## config.mk

```make
export PLATFORM = sky130hd
export DESIGN_NAME = cofi_multi
export DESIGN_NICKNAME = d
export VERILOG_FILES = /design/src/rtl/cofi_multi_pkg.sv /design/src/rtl/cofi_multi_chan.sv /design/src/rtl/cofi_multi.sv
export SDC_FILE = /design/constraint.sdc
export NUM_CORES = 1
export LEC_CHECK = 0
export ABC_AREA = 0
export CAP_MARGIN = 0
export CORE_ASPECT_RATIO = 2
export CORE_MARGIN = 1.5
export CORE_UTILIZATION = 31
export CTS_CLUSTER_DIAMETER = 200
export CTS_CLUSTER_SIZE = 30
export DETAILED_ROUTE_END_ITERATION = 8
export RECOVER_POWER = 50
export SYNTH_ARGS = -nofsm -noshare
export SYNTH_HDL_FRONTEND = slang
export SYNTH_SLANG_ARGS = --single-unit
```

## constraint.sdc

```tcl
create_clock -name clk -period 11 [get_ports clk]
set_input_delay 3.3 -clock clk [delete_from_list [all_inputs] [get_ports clk]]
set_output_delay 3.3 -clock clk [all_outputs]
set_load 0.03 [all_outputs]
```

## src/rtl/cofi_multi_pkg.sv

```systemverilog
// Shared types and helpers for the cofi_multi horizontal blur.
// Kernel selection, line-tracking states, rounding offsets and channel slicing.
package cofi_multi_pkg;

   typedef enum logic [1:0] {
      COFI_2TAP_HALF = 2'd0,
      COFI_2TAP_3Q   = 2'd1,
      COFI_3TAP      = 2'd2,
      COFI_RSVD      = 2'd3
   } cofi_mode_e;

   typedef enum logic {
      LINE_IDLE   = 1'b0,
      LINE_ACTIVE = 1'b1
   } line_state_e;

   // Round-half-up offsets for the >>1 and >>2 kernels
   localparam int unsigned RND_HALF    = 1;
   localparam int unsigned RND_QUARTER = 2;

   // LSB position of channel ch in a packed pixel, channel 0 in the LSBs
   function automatic int unsigned chan_lsb(input int unsigned ch, input int unsigned dw);
      return ch * dw;
   endfunction

endpackage

```

## src/rtl/cofi_multi_chan.sv

```systemverilog
// Single-channel blur kernel: blends prev/cur/next according to the selected mode.
// Purely combinational; the intermediate is two bits wider so no term can overflow.
module cofi_multi_chan
   import cofi_multi_pkg::*;
#(
   parameter int unsigned DW = 8
) (
   input  logic [DW-1:0] prev_i,
   input  logic [DW-1:0] cur_i,
   input  logic [DW-1:0] next_i,
   input  cofi_mode_e    mode_i,
   output logic [DW-1:0] kern_c_o
);

   localparam int unsigned IW = DW + 2;

   logic [IW-1:0] prev_w;
   logic [IW-1:0] cur_w;
   logic [IW-1:0] next_w;
   logic [IW-1:0] sum_c;
   logic          quarter_c;

   assign prev_w = IW'(prev_i);
   assign cur_w  = IW'(cur_i);
   assign next_w = IW'(next_i);

   // Weighted sum and divisor select; every result is at most 4*(2^DW-1)+2
   always_comb begin
      sum_c     = prev_w + cur_w + IW'(RND_HALF);
      quarter_c = 1'b0;
      case (mode_i)
         COFI_2TAP_3Q: begin
            sum_c     = (cur_w << 1) + cur_w + prev_w + IW'(RND_QUARTER);
            quarter_c = 1'b1;
         end
         COFI_3TAP: begin
            sum_c     = prev_w + (cur_w << 1) + next_w + IW'(RND_QUARTER);
            quarter_c = 1'b1;
         end
         COFI_2TAP_HALF, COFI_RSVD: begin
            sum_c     = prev_w + cur_w + IW'(RND_HALF);
            quarter_c = 1'b0;
         end
         default: begin
            sum_c     = prev_w + cur_w + IW'(RND_HALF);
            quarter_c = 1'b0;
         end
      endcase
   end

   assign kern_c_o = quarter_c ? DW'(sum_c >> 2) : DW'(sum_c >> 1);

endmodule

```

## src/rtl/cofi_multi.sv

```systemverilog
// Composite-style horizontal blur: 3-pixel window, edge replication, selectable kernel.
// Two pix_ce of latency in every mode; mode/enable only change between lines.
module cofi_multi
   import cofi_multi_pkg::*;
#(
   parameter int unsigned DW = 8,
   parameter int unsigned CH = 3
) (
   input  logic            clk,
   input  logic            reset_n,
   input  logic            pix_ce,
   input  logic            enable,
   input  logic [1:0]      mode,
   input  logic            blank,
   input  logic [CH*DW-1:0] pix_in,
   output logic [CH*DW-1:0] pix_out,
   output logic            blank_out
);

   localparam int unsigned PW = CH * DW;

   logic [PW-1:0] p0_q, p1_q, p2_q;
   logic          b0_q, b1_q, b2_q;
   cofi_mode_e    mode_q;
   logic          enable_q;
   line_state_e   state_q, state_d;
   logic          latch_c;

   logic [PW-1:0] prev_c;
   logic [PW-1:0] next_c;
   logic [PW-1:0] kern_c;
   logic [PW-1:0] pix_d;

   // Blank neighbours are replaced by the centre pixel at both line edges
   assign prev_c = b2_q ? p1_q : p2_q;
   assign next_c = b0_q ? p1_q : p0_q;

   for (genvar g = 0; g < CH; g++) begin : g_chan
      localparam int unsigned LSB = chan_lsb(g, DW);
      cofi_multi_chan #(
         .DW (DW)
      ) u_chan (
         .prev_i   (prev_c[LSB +: DW]),
         .cur_i    (p1_q[LSB +: DW]),
         .next_i   (next_c[LSB +: DW]),
         .mode_i   (mode_q),
         .kern_c_o (kern_c[LSB +: DW])
      );
   end

   assign pix_d = (enable_q && !b1_q) ? kern_c : p1_q;

   // Line tracker on the centre blank bit; settings load only while idle in blanking
   always_comb begin
      state_d = state_q;
      latch_c = 1'b0;
      case (state_q)
         LINE_IDLE: begin
            latch_c = b1_q;
            if (!b1_q) begin
               state_d = LINE_ACTIVE;
            end
         end
         LINE_ACTIVE: begin
            if (b1_q) begin
               state_d = LINE_IDLE;
            end
         end
         default: begin
            state_d = LINE_IDLE;
         end
      endcase
   end

   always_ff @(posedge clk or negedge reset_n) begin
      if (!reset_n) begin
         state_q  <= LINE_IDLE;
         mode_q   <= COFI_2TAP_HALF;
         enable_q <= 1'b0;
      end else if (pix_ce) begin
         state_q <= state_d;
         if (latch_c) begin
            mode_q   <= cofi_mode_e'(mode);
            enable_q <= enable;
         end
      end
   end

   always_ff @(posedge clk or negedge reset_n) begin
      if (!reset_n) begin
         p0_q      <= '0;
         p1_q      <= '0;
         p2_q      <= '0;
         b0_q      <= 1'b1;
         b1_q      <= 1'b1;
         b2_q      <= 1'b1;
         pix_out   <= '0;
         blank_out <= 1'b1;
      end else if (pix_ce) begin
         p2_q      <= p1_q;
         p1_q      <= p0_q;
         p0_q      <= pix_in;
         b2_q      <= b1_q;
         b1_q      <= b0_q;
         b0_q      <= blank;
         pix_out   <= pix_d;
         blank_out <= b1_q;
      end
   end

endmodule

```

==> metrics.txt <==
Clock Skew about 0.015 ns; remaining antenna violation count after routing 0; clk buf depth 2; FP Rows 90; Residual DRC 0; Post-synth EDFFs 0; DR vias 7632; nets about 1200; # port buffers 55; Critical R2R Launch b0_q$_DFFE_PN1P_; sequential fraction of the synthesis area between 20 and 30%; Cell variety after synth between 70 and 80; final wirelength ~27000 µm; Multi-input gate area around 6600 µm²; die height 251.7 µm; Fillers roughly 3000; Clock Power Share ~12%; diode count 0; register area approximately 2600 µm²; utilization after layout between 30% and 40%; peak supply drop roughly 0.11 mV; clk sinks roughly 100; Flop pwr share between 10% and 20%; Most Crowded Layer GR met2; Hold Crit Depth 1; Syn Nets around 1100; reg2reg end pix_out[21]$_DFFE_PN0P_; #FFs+latches synth between 100 and 150; failing checks capacitance limit, slew limit; Switching Share around 50%; latest clock arrival within the worst-skew pair ~0.38 ns; die area around 32000 µm²; worst min-delay path class reg2reg; setup TNS 0 ns; postcts setup bufs 0; Worst Path Required approximately 11 ns; CTS tree built; Root Driver clkbuf_16; vias in the first global route ~8100; grt total ovfl 0; Initial Utilization between 30% and 40%; CP max FO 57; Hold Startpoint p2_q[10]$_DFFE_PN0P_; synthesized area 9584 µm²; asr flop ratio synth 100.0%; Final Hold Fails 0; CTS clock-pin slew for the worst setup and hold paths about 0.080 ns; commonest non-fill, non-tap cell in the layout mux2_2; grt met2 use between 30% and 40%; unrepaired setup endpoints after global routing false; detailed-router iteration count before antenna repair 6; Vias/cell 5.499; synthesized area per cell roughly 9.7 µm²; worst-margin pin slew 2.839 ns; CTS Buf Count 9; worst reg2reg setup slack ~6.7 ns; Place WS 5.774 ns; Int Pwr roughly 1500 µW; Global Route Usage Sum between 10% and 20%; Cells after Synth between 900 and 1000; post-cts resize count 0; WP data arrival ~7.1 ns; WS Path Type in2reg; Pleak between 0.004 and 0.005 µW; Area Growth Syn to Fin 12.45%; largest net degree at the start of global routing 78; max_cap viols 2; Max Clock Freq ~150 MHz; drt first-iter violations 298; die width roughly 130 µm; Power Dens Cells 285.9 nW/µm²; CP Launch Type primary input; fin crit share 62.01%; wire per inst approximately 19 µm; DP HPWL approximately 20000 µm; crit end category flip-flop; RePlAce Congestion between 0.8 and 0.9; Switch Pwr roughly 1500 µW; worst r2r path cells 11; H-tree Lvls 3; top-level I/O count 56; Main synth FF type dfrtp_1; Worst slew margin -89.25%; final number of max-transition violations 106; CTS Hold Bufs 0; synth warn 0; outcome complete, but fails checks; Final Setup Violations 0; core area 30290 µm²; commonest cells after routing, fill and taps aside 111 x mux2_2, 100 x dfrtp_1, 83 x ha_1; met3 usage between 2 and 2.5%; Worst Slack Setup Final around 4.2 ns; first-pass GRT wire length between 40000 and 50000 µm; share of layout cells above drive strength 1 15.20%; met1 GRT Util between 15 and 20%; Combinational Power Share between 70 and 80%; crit path time final 6.821 ns; antenna violations before repair 0; WHS Endpoint p2_q[10]$_DFFE_PN0P_
-- registers in the layout, summed over array words and instances, names as in the netlist --
signal and cells:
enable_q 1, b0_q 1, p0_q 24, mode_q 2
b1_q 1, state_q 1, pix_out 24, blank_out 1
p1_q 24, p2_q 24
-- cell type report --
type	instances	area share, %
repair buffers	61	5.410
flip-flops and latches	103	23.95
well taps	368	4.272
multi-input cells	788	61.56
inverters	52	1.811
clock buffers	9	2.090
clock inverters	7	0.9055
-- through the flow --
stage	std cells	instance area [µm²]	hold slack [ns]	power, µW
global placement	1372	10460	0.4845	2692
floorplan	985	9584	0.4637	2143
detailed placement	1372	10460	0.4906	2717
finish	1388	10780	0.5042	3081
global route	1388	10780	0.5265	3340
CTS	1388	10790	0.5100	3094
-- worst max-delay path, stage by stage --
cell	delay, ns
clkbuf_1	1.96
nand2_1	1.05
a311o_1	0.61
and3_1	0.14
-- cells in the mapped netlist (all sizes together) (7+ instances only) --
cell type / n / area [µm²]
a211oi: 18 / 135.1
a21o: 14 / 105.1
a21oi: 56 / 291.5
a31oi: 16 / 100.1
and3: 11 / 68.82
buf: 13 / 63.81
clkbuf: 29 / 108.9
dfrtp: 100 / 2502
fa: 45 / 900.9
ha: 83 / 1039
inv: 52 / 195.2
mux2: 113 / 1276
mux2i: 12 / 120.1
nand2: 55 / 206.5
nand2b: 8 / 50.05
nand3: 29 / 145.1
nor2: 67 / 251.5
nor2b: 9 / 56.30
nor3: 15 / 85.08
o2111ai: 7 / 61.31
o211ai: 9 / 72.57
o21ai: 60 / 304.0
o221ai: 8 / 76.32
o22ai: 11 / 68.82
xnor2: 53 / 464.2
xor2: 17 / 148.9
-- worst max-delay path by stage --
stage,from,endpoint,slack (ns),cells past startpoint
floorplan,pix_ce,p0_q[10]$_DFFE_PN0P_,6.40,4
global placement,pix_ce,pix_out[9]$_DFFE_PN0P_,5.76,5
detailed placement,pix_ce,pix_out[9]$_DFFE_PN0P_,5.77,5
CTS,blank_out$_DFFE_PN1P_,blank_out,6.00,1
global route,pix_ce,pix_out[15]$_DFFE_PN0P_,3.86,4
finish,pix_ce,pix_out[15]$_DFFE_PN0P_,4.18,4
-- power groups by stage --
| stage | Combinational [µW] | Clock (µW) | Sequential (µW) |
|---|---|---|---|
| after detailed placement | 2150 | 0 | 568 |
| final | 2170 | 356 | 559 |
| after CTS | 2160 | 369 | 562 |
| after global routing | 2390 | 378 | 575 |
| after global placement | 2120 | 0 | 570 |
| after floorplan | 1540 | 0 | 604 |
-- per-layer routing --
metal	vias to the layer above	routed length [µm]
met3	95	793
li1	3628	-
met4	0	1953
met1	3718	9072
met2	191	14710
met5	-	0
-- cells by family after synthesis --
kind of cell	after synthesis	synth area share, %
compound gates	245	17.08
simple gates	220	10.95
fa+ha+maj	128	20.23
mux	125	14.57
flops	103	26.93
buf+inv	94	3.838
xor+xnor	70	6.397
(Power assumes the default switching activity.)
